[src/rtl/power_domain_sequencer.sv]
// Shares one gated clock domain among NUM_REQ requesters: start/stop handshakes
// against gate feedback, idle hysteresis, and per-requester acknowledges.
module power_domain_sequencer #(
  parameter int NUM_REQ       = 4,
  parameter int IDLE_HOLD     = 8,
  parameter int START_TIMEOUT = 64,
  parameter int CNT_W         = 8
) (
  input  logic                             clock,
  input  logic                             async_resetn,
  input  logic [NUM_REQ-1:0]               req,
  output logic [NUM_REQ-1:0]               ack,
  output logic                             clk_en,
  input  logic                             clk_on,
  output logic                             domain_ready,
  output logic                             domain_stopping,
  output logic                             start_timeout_err,
  input  logic                             err_clear,
  output logic [$clog2(NUM_REQ+1)-1:0]     active_count,
  output logic [2:0]                       dbg_state
);

  localparam int AC_W = $clog2(NUM_REQ+1);

  typedef enum logic [2:0] {
    ST_OFF       = 3'd0,
    ST_STARTING  = 3'd1,
    ST_ON        = 3'd2,
    ST_IDLE_WAIT = 3'd3,
    ST_STOPPING  = 3'd4
  } state_t;

  state_t            state_q, state_d;
  logic [CNT_W-1:0]  cnt_q, cnt_d, cnt_inc;
  logic              err_q, err_d;
  logic [AC_W-1:0]   count_q, count_d;
  logic              any_req;

  assign any_req = |req;
  // The counter parks at all-ones whenever no state is timing anything.
  assign cnt_inc = (cnt_q == '1) ? cnt_q : cnt_q + 1'b1;

  always_comb begin
    state_d = state_q;
    cnt_d   = cnt_inc;
    err_d   = err_q;
    if (err_clear) err_d = 1'b0;
    case (state_q)
      ST_OFF: begin
        if (any_req && !err_q) begin
          state_d = ST_STARTING;
          cnt_d   = '0;
        end
      end
      ST_STARTING: begin
        if (clk_on) begin
          state_d = ST_ON;
        end else if (cnt_q == CNT_W'(START_TIMEOUT-1)) begin
          state_d = ST_STOPPING;
          err_d   = 1'b1;
        end
      end
      ST_ON: begin
        if (!any_req) begin
          state_d = ST_IDLE_WAIT;
          cnt_d   = '0;
        end
      end
      ST_IDLE_WAIT: begin
        if (any_req) begin
          state_d = ST_ON;
        end else if (cnt_q == CNT_W'(IDLE_HOLD-1)) begin
          state_d = ST_STOPPING;
        end
      end
      ST_STOPPING: begin
        if (!clk_on) state_d = ST_OFF;
      end
      default: state_d = ST_OFF;
    endcase
  end

  always_comb begin
    count_d = '0;
    for (int i = 0; i < NUM_REQ; i++) begin
      count_d = count_d + AC_W'(ack[i]);
    end
  end

  always_ff @(posedge clock or negedge async_resetn) begin
    if (!async_resetn) begin
      state_q <= ST_OFF;
      cnt_q   <= '0;
      err_q   <= 1'b0;
      count_q <= '0;
    end else begin
      state_q <= state_d;
      cnt_q   <= cnt_d;
      err_q   <= err_d;
      count_q <= count_d;
    end
  end

  // Control outputs decode only the registered state so they cannot glitch.
  assign clk_en            = (state_q == ST_STARTING) || (state_q == ST_ON) ||
                             (state_q == ST_IDLE_WAIT);
  assign domain_ready      = (state_q == ST_ON) || (state_q == ST_IDLE_WAIT);
  assign domain_stopping   = (state_q == ST_STOPPING);
  assign ack               = req & {NUM_REQ{domain_ready}};
  assign start_timeout_err = err_q;
  assign active_count      = count_q;
  assign dbg_state         = state_q;

endmodule

[config.mk]
export PLATFORM = sky130hd
export DESIGN_NAME = power_domain_sequencer
export DESIGN_NICKNAME = d
export VERILOG_FILES = /design/src/rtl/power_domain_sequencer.sv
export SDC_FILE = /design/constraint.sdc
export NUM_CORES = 1
export LEC_CHECK = 0
export CAP_MARGIN = 20
export CORE_UTILIZATION = 48
export CTS_CLUSTER_SIZE = 14
export DETAILED_ROUTE_END_ITERATION = 6
export PLACE_DENSITY = 0.83
export SYNTH_ARGS = -nofsm -noshare
export SYNTH_HDL_FRONTEND = slang
export SYNTH_SLANG_ARGS = --single-unit
[constraint.sdc]
create_clock -name clock -period 2.78 [get_ports clock]
set_clock_uncertainty 0.15 [all_clocks]
set_input_delay 0.278 -clock clock [delete_from_list [all_inputs] [get_ports clock]]
set_output_delay 0.278 -clock clock [all_outputs]
set_load 0.02 [all_outputs]
Yosys cells after proc, flatten, opt, wreduce, memory -nomap -nowiden
Index checks and enable logic that the tools add are counted.
W data, S select, Z words.
- equality and inequality tests: 12
- mux-type cells: 16
- reduce and logical (&&, ||, !) cells: 8
- add/sub/neg operators: 4
- bitwise operators: 1
- operators with widths (kind ; count):
    $mux W8 ; 3
    $mux W3 ; 7
    $pmux W8 S2 ; 1
    $pmux W3 S5 ; 1
    $add A8 B1 Y8 const B ; 1
    $eq A8 B3 Y1 const B ; 1
    $eq A8 B6 Y1 const B ; 1
    $eq A8 B8 Y1 const B ; 1
    $eq A3 B2 Y1 const B ; 2
    $ne A2 B2 Y1 const B ; 3
    $ne A3 B3 Y1 const B ; 2
    $reduce_and A5 Y1 ; 1
    $and A4 B4 Y4 ; 1
    $mux W1 ; 4
    $reduce_or A4 Y1 ; 1
    $add A2 B1 Y3 ; 1
    $add A3 B1 Y3 ; 1
    $eq A3 B1 Y1 const B ; 1
    $eq A3 B3 Y1 const B ; 1
    $logic_not A3 Y1 ; 1
    $logic_or A1 B1 Y1 ; 3
    $add A1 B1 Y2 ; 1
    $logic_and A1 B1 Y1 ; 1
    $logic_not A1 Y1 ; 1
- input port bits: 8
- output and inout bits: 14
- bits in registers: 15
- word-level logic and storage cells: 45

Longest topological paths before layout
- depth after elaboration: 6
- gate-level depth with buffers: 8
- mapped depth without buffers: 6

Least setup slack after synthesis
No wires, ideal clock.
- path kind: reg-to-reg
- from: reg state_q[2], in the netlist dbg_state[2]
- to: reg count_q[1], in the netlist active_count[1]
- stages on the path, launching flop included: 9
- required time: 2.504 ns
- arrival time: 2.180 ns
- buffers on the path: 2
- setup slack: 0.324 ns
- cell sequence: dfrtp_1 buf_6 nor2b_1 clkbuf_1 nand2_1 fa_1 inv_1 ha_1 ha_1
- word-level cells in the longest chain between the ends: 6
- elaborated cells on any way between the ends: 7
- those cells by class: add/sub (3); eq/ne (2); bitwise (1); reduce/logical (1)
- RTL lines (item ; RTL line ; source):
    from (decl) ; 33 ; state_t state_q, state_d;
    from (signal assigned) ; 97 ; state_q <= state_d;
    $eq A3 B2 Y1 ; 107 ; assign domain_ready = (state_q == ST_ON) || (state_q == ST_IDLE_WAIT);
    $logic_or A1 B1 Y1 (*) ; 107 ;
    named net domain_ready ; 15 ; output logic domain_ready,
    $and A4 B4 Y4 (*) ; 109 ; assign ack = req & {NUM_REQ{domain_ready}};
    $add A1 B1 Y2 ; 86 ; count_d = count_d + AC_W'(ack[i]);
    $add A2 B1 Y3 ; 86 ;
    $add A3 B1 Y3 (*) ; 86 ;
    named net count_d[1] ; 36 ; logic [AC_W-1:0] count_q, count_d;
    to (signal assigned) ; 100 ; count_q <= count_d;
    to (decl) ; 36 ;
The timed path passes the listed nets; every way through them passes the cells marked *.
A chain may end at the register's enable or synchronous reset.

Worst setup path in the final report
- from: reg state_q[2], in the netlist dbg_state[2]
- to: out ack[0]
- word-level cells in the longest chain between the ends: 3
- elaborated cells on any way between the ends: 4
- those cells by class: eq/ne (2); bitwise (1); reduce/logical (1)
- RTL lines (item ; RTL line ; source):
    $eq A3 B2 Y1 ; 107 ;
    $logic_or A1 B1 Y1 (*) ; 107 ;
    $and A4 B4 Y4 (*) ; 109 ;
    to (decl) ; 12 ; output logic [NUM_REQ-1:0] ack,
Every way passes the cells marked *; elsewhere a longest branch is shown, timed or not.

==> flow_metrics.env <==
export IMPL_finalWorstPathRequiredPeriod_ps=2400
export IMPL_synthDistinctLibCells=36
export IMPL_power_density_nw_per_um2=565
export IMPL_synth_nets=106
export IMPL_netlist_area_um2=917
export IMPL_cp_max_fo=10
export IMPL_rows=15
export IMPL_rsz0062_at_grt="false"
export IMPL_grt_pass1_wl_um=2860
export IMPL_grt_max_degree=16
export IMPL_vias=748
export IMPL_antenna_found_initial=0
export IMPL_cts_tree="done"
export IMPL_area_growth_pct=25.6
export IMPL_drt_initial_drc_count=39
export IMPL_synth_ff_type="dfrtp_1"
export IMPL_setup_violations=0
export IMPL_coreArea_um2=1760
export IMPL_synth_top_area_cell="dfrtp_1"
export IMPL_yosys_area_share_simple_pct=23.6
export IMPL_cp_arrival_ps=1970
export IMPL_synth_edf_count=0
export IMPL_slew_headroom_pct=54.2
export IMPL_worst_r2r_path_depth=6
export IMPL_max_slew_worst_pin_slew_ps=686
export IMPL_max_freq_mhz=417
export IMPL_diodes=0
export IMPL_syn_area_per_cell_um2=9.76
export IMPL_final_max_slew_violation_count=0
export IMPL_synth_compound_area_share_pct=15.4
export IMPL_cts_buffer_depth=2
export IMPL_ir_drop_uv=558
export IMPL_synth_seq_cells=15
export IMPL_grt_overflow=0
export IMPL_synth_top_family_by_area="simple AND/OR/NAND/NOR gates"
export IMPL_postCtsHoldBufs=0
export IMPL_die_y_um=45.7
export IMPL_htree_levels=1
export IMPL_ant_nets=0
export IMPL_ys_warn_count=0
export IMPL_cap_violations=0
export IMPL_synth_mux_area_share_pct=2.73
export IMPL_io_pins=22
export IMPL_clk_latency_ps=270
export IMPL_worstPathRequired_ps=2350
export IMPL_endpoint_kind="primary output"
export IMPL_drc=0
export IMPL_grt_pass1_vias=677
export IMPL_min_path_type="in2async"
export IMPL_min_period_over_period_pct=86.3
export IMPL_num_nets_final=127
export IMPL_fillers=159
export IMPL_synthTopCellsByArea="dfrtp_1 41%, nor2_1 4.5%, ha_1 4.1%, xnor2_1 3.8%, nand3_1 3.3%"
export IMPL_first_pass_iters=4
export IMPL_seq_area_frac_synth_pct=40.9
export IMPL_routed_wl_um=1630
export IMPL_portBuffers=21
export IMPL_dieArea_um2=2090
export IMPL_yosys_area_share_adder_pct=6.28
export IMPL_dpl_instance_area_um2=1130
export IMPL_report_power_total_mw=0.651
export IMPL_start_util_pct=52.0
export IMPL_finalSetupTns_ps=0
export IMPL_routabilityCongestion=0.865
export IMPL_power_leakage_nw=0.496
export IMPL_synth_xor_xnor_area_share_pct=3.82
export IMPL_clkSlewWorstSetupHoldPaths_ps=80
export IMPL_dp_hpwl_um=1250
export IMPL_layout_drive_gt1_share_pct=9.65
export IMPL_die_w_um=45.7
export IMPL_vias_per_cell=5.38
export IMPL_utilization_pct=65.3
export IMPL_synth_cells=94
export IMPL_status="finished, final reports clean"
export IMPL_cts_resized=0
export IMPL_finalInstanceArea_um2=1150
export IMPL_cts_num_sinks=15
export IMPL_hold_violations=0
export IMPL_critPathLaunchType="flop"
export IMPL_grt_usage_pct=19.5
export IMPL_async_reset_ff_share_pct=100
export IMPL_numCtsBuffers=3
export IMPL_cts_root_buffer="clkbuf_4"
export IMPL_criticalPathCategory="reg2out"
export IMPL_synth_top_area_share_pct=40.9
export IMPL_postCtsSetupBuffers=0
export IMPL_wire_per_inst_um=11.7
-- worst max-delay path, stage by stage, from the launching register on --
cell and delay (ps):
dfrtp_1 500, nor2b_1 370, nand2_1 170, inv_1 80
clkdlybuf4s50_1 590
-- placed cells by master, fill, tap and decap left out, types with 2 or more instances in the layout --
master,instances
dfrtp_1,15
xnor2_1,4
ha_1,3
clkdlybuf4s50_1,21
inv_1,7
a211oi_1,2
nand3_1,6
nor2_1,11
clkbuf_4,3
and2_1,3
a21oi_1,3
nor3_1,4
and3_1,2
nand2_1,7
-- state kept, by name, indices dropped and copies added (netlist names) --
name	flops
active_count	3
cnt_q	8
dbg_state	3
start_timeout_err	1
-- layout make-up --
class                           instances  area [um2]  share of cell area, %
Multi-Input combinational cell         66         475                   41.3
Sequential cell                        15         375                   32.6
Timing Repair Buffer                   22         218                   18.9
Tap cell                               25        31.3                   2.71
Clock buffer                            4        26.3                   2.28
Inverter                                7        26.3                   2.28
-- cells by family (layout without fill, tap and decap cells) --
family,after synthesis,after routing
flops,15,15
buf+inv,13,33
xor+xnor,4,4
simple gates,41,41
fa+ha+maj,4,4
mux,2,2
compound gates,15,15
-- per-layer routing --
| layer | GRT usage (%) | part of all wire, % | vias up |
|---|---|---|---|
| met5 | 0 | 0 | - |
| met4 | 8.24 | 0.61 | 0 |
| met3 | 5.16 | 5.6 | 2 |
| met2 | 30.9 | 46 | 23 |
| met1 | 25.3 | 48 | 350 |
| li1 | - | - | 373 |
-- power breakdown --
group	leakage [nW]	internal (mW)	total, mW	switching [mW]
Combinational	0.293	0.100	0.213	0.112
Sequential	0.188	0.269	0.321	0.0523
Clock	0.0150	0.0556	0.117	0.0612
-- through the flow --
step | hold slack (ps) | instances | worst slack, ps
after detailed placement | 401 | 135 | 397
final | 267 | 139 | 380
after global routing | 310 | 139 | 169
after CTS | 269 | 139 | 345
after floorplan | -168 | 94 | 324
after global placement | 384 | 135 | 389
-- cells in the mapped netlist (2+ instances only) --
cell type  number
dfrtp_1        15
nor2_1         11
inv_1           7
nand2_1         7
nand3_1         6
nor3_1          4
xnor2_1         4
a21oi_1         3
and2_1          3
ha_1            3
a211oi_1        2
and3_1          2
buf_2           2
buf_6           2
clkbuf_1        2
-- worst paths after layout --
kind	start	end	slack, ps
hold reg to reg	cnt_q[1]	cnt_q[1]	410
setup reg to reg	dbg_state[2]	active_count[1]	470
setup / recovery	dbg_state[2]	ack[0]	380
min in group clock	cnt_q[1]	cnt_q[1]	410
hold / removal	async_resetn	dbg_state[2]	270
max in group asynchronous	async_resetn	cnt_q[1]	1780
Note: power is estimated with default switching activity, not from simulation.
